===== config.mk =====
export PLATFORM = sky130hd
export DESIGN_NAME = mem_slot_scheduler
export DESIGN_NICKNAME = d
export VERILOG_FILES = /design/src/rtl/mem_slot_scheduler.sv
export SDC_FILE = /design/constraint.sdc
export NUM_CORES = 1
export LEC_CHECK = 0
export CAP_MARGIN = 20
export CORE_AREA = 2 2 110 59
export DETAILED_ROUTE_END_ITERATION = 10
export DIE_AREA = 0 0 112 61
export GPL_TIMING_DRIVEN = 0
export PLACE_DENSITY = 0.85
export REMOVE_ABC_BUFFERS = 1
export SETUP_SLACK_MARGIN = 0.5
export SYNTH_ARGS = -nofsm -noshare
export SYNTH_HDL_FRONTEND = slang
export SYNTH_SLANG_ARGS = --single-unit

===== constraint.sdc =====
create_clock -name clk -period 5.01 [get_ports clk]
set_clock_uncertainty 0.05 [all_clocks]
set_input_delay 0.7515 -clock clk [delete_from_list [all_inputs] [get_ports clk]]
set_output_delay 0.7515 -clock clk [all_outputs]
set_load 0.01 [all_outputs]

===== src/rtl/mem_slot_scheduler.sv =====
// mem_slot_scheduler
// Generates the 8 MHz phase enables and the video / CPU / extra bus cycle
// pattern, and shares the extra cycle among NUM_EXT DMA clients through a
// req/ack handshake.
//
// Ports:
//   clk             system clock (4x CPU clock)
//   _reset          asynchronous active-low reset
//   cpuAddr         CPU address
//   videoAddr       video fetch address
//   ext_req         per-client level request, bit i = client i
//   ext_addr        packed client addresses, client i at [i*ADDR_W +: ADDR_W]
//   clk8_en_p/n     one-clk enables at busPhase 3 / 1
//   memoryLatch     high while busPhase == 3
//   busCycle        current bus cycle (0 video, 1/3 CPU, 2 extra)
//   *BusControl     cycle owner flags
//   ext_ack         one-hot grant, high for the whole granted extra cycle
//   ext_done        one-clk pulse on the latch clk of the granted extra cycle
//   ext_grant_idx   index of the current/last granted client
//   memoryAddr      muxed memory address
module mem_slot_scheduler #(
  parameter int ADDR_W         = 22,
  parameter int NUM_EXT        = 4,
  parameter int FIXED_ROTATION = 0
) (
  input  logic                      clk,
  input  logic                      _reset,
  input  logic [ADDR_W-1:0]         cpuAddr,
  input  logic [ADDR_W-1:0]         videoAddr,
  input  logic [NUM_EXT-1:0]        ext_req,
  input  logic [NUM_EXT*ADDR_W-1:0] ext_addr,
  output logic                      clk8_en_p,
  output logic                      clk8_en_n,
  output logic                      memoryLatch,
  output logic [1:0]                busCycle,
  output logic                      videoBusControl,
  output logic                      cpuBusControl,
  output logic                      extraBusControl,
  output logic [NUM_EXT-1:0]        ext_ack,
  output logic [NUM_EXT-1:0]        ext_done,
  output logic [2:0]                ext_grant_idx,
  output logic [ADDR_W-1:0]         memoryAddr
);

  logic [1:0]         r_busPhase;
  logic [1:0]         r_busCycle;
  logic               r_grantValid;
  logic [2:0]         r_grantIdx;
  logic [2:0]         r_lastIdx;
  logic [2:0]         r_rotCnt;

  logic               w_decide;
  logic               w_rrFound;
  logic [2:0]         w_rrIdx;
  logic [3:0]         w_cand;
  logic [2:0]         w_rotNext;
  logic [NUM_EXT-1:0] w_ack;

  // The arbitration decision is taken on the last clk of the first CPU cycle,
  // so the winner is stable for the whole following extra cycle.
  assign w_decide = (r_busCycle == 2'd1) && (r_busPhase == 2'd3);

  // Round-robin search: walk the clients starting just after the last
  // winner, wrapping modulo NUM_EXT (not modulo 8), first requester wins.
  // last+k stays below 2*NUM_EXT, so a single subtract performs the wrap.
  always_comb begin
    w_rrFound = 1'b0;
    w_rrIdx   = '0;
    w_cand    = '0;
    for (int k = 1; k <= NUM_EXT; k++) begin
      w_cand = {1'b0, r_lastIdx} + 4'(k);
      if (w_cand >= 4'(NUM_EXT)) begin
        w_cand = w_cand - 4'(NUM_EXT);
      end
      for (int j = 0; j < NUM_EXT; j++) begin
        if (!w_rrFound && (w_cand == 4'(j)) && ext_req[j]) begin
          w_rrFound = 1'b1;
          w_rrIdx   = 3'(j);
        end
      end
    end
  end

  assign w_rotNext = (r_rotCnt == 3'(NUM_EXT - 1)) ? 3'd0 : r_rotCnt + 3'd1;

  // Bus sequencer and grant registers. An idle round-robin window keeps
  // the last winner so fairness is not disturbed by empty slots.
  always_ff @(posedge clk or negedge _reset) begin
    if (!_reset) begin
      r_busPhase   <= 2'd0;
      r_busCycle   <= 2'd0;
      r_grantValid <= 1'b0;
      r_grantIdx   <= 3'd0;
      r_lastIdx    <= 3'(NUM_EXT - 1);
      r_rotCnt     <= 3'(NUM_EXT - 1);
    end else begin
      r_busPhase <= r_busPhase + 2'd1;
      if (r_busPhase == 2'd3) begin
        r_busCycle <= r_busCycle + 2'd1;
      end
      if (w_decide) begin
        if (FIXED_ROTATION != 0) begin
          r_rotCnt     <= w_rotNext;
          r_grantValid <= 1'b1;
          r_grantIdx   <= w_rotNext;
        end else begin
          r_grantValid <= w_rrFound;
          if (w_rrFound) begin
            r_grantIdx <= w_rrIdx;
            r_lastIdx  <= w_rrIdx;
          end
        end
      end
    end
  end

  assign busCycle        = r_busCycle;
  assign clk8_en_p       = (r_busPhase == 2'd3);
  assign clk8_en_n       = (r_busPhase == 2'd1);
  assign memoryLatch     = (r_busPhase == 2'd3);
  assign videoBusControl = (r_busCycle == 2'd0);
  assign cpuBusControl   = r_busCycle[0];
  assign extraBusControl = (r_busCycle == 2'd2);
  assign ext_grant_idx   = r_grantIdx;

  // One-hot acknowledge decoded from registered state only.
  always_comb begin
    w_ack = '0;
    for (int i = 0; i < NUM_EXT; i++) begin
      w_ack[i] = extraBusControl && r_grantValid && (r_grantIdx == 3'(i));
    end
  end

  assign ext_ack  = w_ack;
  assign ext_done = w_ack & {NUM_EXT{memoryLatch}};

  // Address mux: a granted DMA client beats video, video beats CPU.
  always_comb begin
    memoryAddr = videoBusControl ? videoAddr : cpuAddr;
    for (int i = 0; i < NUM_EXT; i++) begin
      if (w_ack[i]) begin
        memoryAddr = ext_addr[i*ADDR_W +: ADDR_W];
      end
    end
  end

endmodule


==> impl_results.md <==
- Sequential power share: around a quarter
- CTS max path bufs: 2
- IO buf count: 177
- Setup tns final: 0 ps
- Clk Latency, worst-skew pair: 230 ps
- Post-DP HPWL: just under 6000 µm
- Synthesis-to-finish area growth: 99.0%
- Initial DRC Count: ~140
- Die H: 61 µm
- Initial antenna violation count: 0
- Yosys cell types: 39
- Psw: about 120 µW
- Synth Flop Type: dfrtp_1
- Finish-stage setup viols: 0
- Row cnt: 20
- Post-synth ARST share: 100%
- Leakage: approximately 0.0016 µW
- Routed WL: between 7000 and 8000 µm
- Core Footprint: 5860 µm²
- Yosys top cell area share: between 10% and 20%
- Net count, final: 597
- Maximum Capacitance Violations: 0
- Postcts setup bufs: 0
- Pwr dens: 123 nW/µm²
- Crit path kind: reg -> out
- Post-synthesis register bit count: 9
- Routed vias: roughly 2600
- Routed length on met3: roughly 640 µm
- WP data arrival: 3120 ps
- Drc violations: 0
- Met2 WL: 3540 µm
- Switching part of the total power: a little over a quarter
- Max Used Layer: met4
- Share of power burned in the clock network: 30.0%
- Vias in the first global route: 2444
- Initial Util: 32.0%
- Number of buffers created by CTS: 3
- Fin area: 3730 µm²
- Post-CTS resize count: 0
- CTS Sinks: 9
- CTS H-tree depth: 1
- Total Power: 458 µW
- Tcrit/Tclk final: 78.2%
- Mapped cell area: 1870 µm²
- All-layer global routing usage: 21.0%
- Diodes inserted: 0
- Rel. slew slack: 36.9%
- CTS root buf: clkbuf_16
- Synth Instances: about 290
- Die X-Extent: 112 µm
- Worst-path fanout max: 29
- Required @ worst endpoint: roughly 4200 ps
- Cell Area, Placed: ~3600 µm²
- Top post-synthesis cells by area: mux2i_1 12%, a21oi_1 11%, dfrtp_1 9.4%
- Worst slew pin tran: 946 ps
- Final min period: 3920 ps
- Endpoint type of the worst setup path: primary output
- CTS tree: done
- Clock transition at the registers of the reported paths: 40 ps
- Combinational share of power: 45.5%
- RSZ-0062 raised after global routing: false
- Syn avg cell area: 6.39 µm²
- Hold_buf cts: 0
- Sequential share of the synthesized area: around 12%
- DIE AREA: a little under 7000 µm²
- Pin count of the biggest net entering global routing: 53
- Layout cells sized above 1: around 5%
- Crit start category: register
- Top Ports: about 180
- Global-route wire length before repair: 11600 µm
- FILL cells: 509
- HP Class: reg -> reg
- Post-DR wirelength/cell: between 10 and 15 µm
- Area leader, netlist: mux2i_1
- Gp weighted congestion: 0.813
- Peak supply drop: approximately 120 µV
- Drt first pass iters: 4
- Post-synth EDFFs: 0
- Fmax: 255 MHz
- Slew Limit Fails: 0
- Antenna Violating Nets Remaining: 0
- Ys Warns: 0
- GRT Residual Overflow: 0
- Finished Core Util: a little under two thirds
- Drt via density: 4.96
- Hold Vio Cnt, Final: 0
- Status: complete, no violations
- Met1 wire length: 3510 µm
- Internal power: 336 µW
## synthesized netlist by cell type (all sizes together) (2+ instances only)
| cell | n |
|---|---|
| ha | 5 |
| a211oi | 4 |
| inv | 28 |
| a21oi | 41 |
| dfstp | 2 |
| nor2 | 16 |
| or2 | 18 |
| nor3 | 2 |
| o21ai | 37 |
| o22a | 4 |
| mux2 | 4 |
| clkbuf | 7 |
| mux2i | 22 |
| nand2b | 21 |
| a21o | 2 |
| buf | 16 |
| nand2 | 43 |
| dfrtp | 7 |
## flip-flops by register name, summed over array words and instances (netlist names)
name / count
busCycle: 2
ext_grant_idx: 2
r_busPhase: 2
r_lastIdx: 2
r_grantValid: 1
## worst paths after layout
kind                       depth (start not counted)          endpoint        startpoint  slack [ps]
setup / recovery                                   6     memoryAddr[3]  ext_grant_idx[1]        1090
hold / removal                                     1     r_busPhase[0]     r_busPhase[0]         400
setup reg to reg                                   4  ext_grant_idx[1]     r_busPhase[0]        3580
hold reg to reg                                    1     r_busPhase[0]     r_busPhase[0]         400
max in group asynchronous                          1      r_lastIdx[0]            _reset        3790
min in group asynchronous                          1     r_busPhase[0]            _reset         790
## worst max-delay path, stage by stage, from the launching register on
cell             delay (ps)
dfrtp_1                 730
nand4bb_2               790
buf_16                  370
or2_2                   280
a21oi_1                 110
o21ai_0                 100
clkdlybuf4s50_1         490
## layout by cell type (no fill, tap or decap), types with 3 or more instances in the layout
master and count:
a211oi_1 4, o21ai_1 13, mux2i_1 22, mux2_2 4, nand2b_1 21, ha_1 4, dfrtp_1 6, or2_0 12
clkbuf_16 3, inv_1 28, o21ai_0 24, or2_2 6, a21oi_1 41, nand2_1 43, nor2_1 14, o22a_1 4
clkdlybuf4s50_1 177
## final cells by class
class	count	area, µm²	share of cell area (%)
clock buffer	4	78.8	2.11
inverter	28	105	2.82
multi-input combinational	233	1400	37.7
sequential	9	229	6.14
tap	77	96.3	2.58
timing repair buffer	179	1810	48.7
## layer usage
layer  up-vias  GRT usage, %
met5         -             0
met1      1207          26.2
met2       119          37.4
met3         8          6.09
li1       1295             -
met4         0          4.18
## power by group through the flow
stage / combinational (µW) / clock (µW) / sequential (µW)
6_report: 208 / 137 / 112
5_1_grt: 225 / 147 / 115
4_1_cts: 209 / 140 / 112
3_5_place_dp: 207 / 0 / 113
3_3_place_gp: 203 / 0 / 111
2_1_floorplan: 67.7 / 0 / 101
## metrics by stage
step                setup slack (ps)  hold WS, ps  cells
floorplan                       1420          378    270
global placement                -133          393    524
detailed placement              1190          399    525
CTS                              896          405    529
global route                     848          438    530
finish                          1090          396    530
## logic make-up (layout without fill, tap and decap cells)
| kind of cell | count (synthesis) | count (layout) | synth area share [%] |
|---|---|---|---|
| other | 1 | 1 | 0.200 |
| adder cells (fa/ha/maj) | 5 | 5 | 3.34 |
| buffers and inverters | 51 | 211 | 13.3 |
| AO/OA/AOI/OAI | 93 | 93 | 27.5 |
| AND/OR/NAND/NOR | 106 | 106 | 28.5 |
| flip-flops | 9 | 9 | 12.2 |
| XOR/XNOR | 2 | 2 | 0.935 |
| multiplexers | 26 | 26 | 14.2 |
Power figures use the tool's default switching activity.
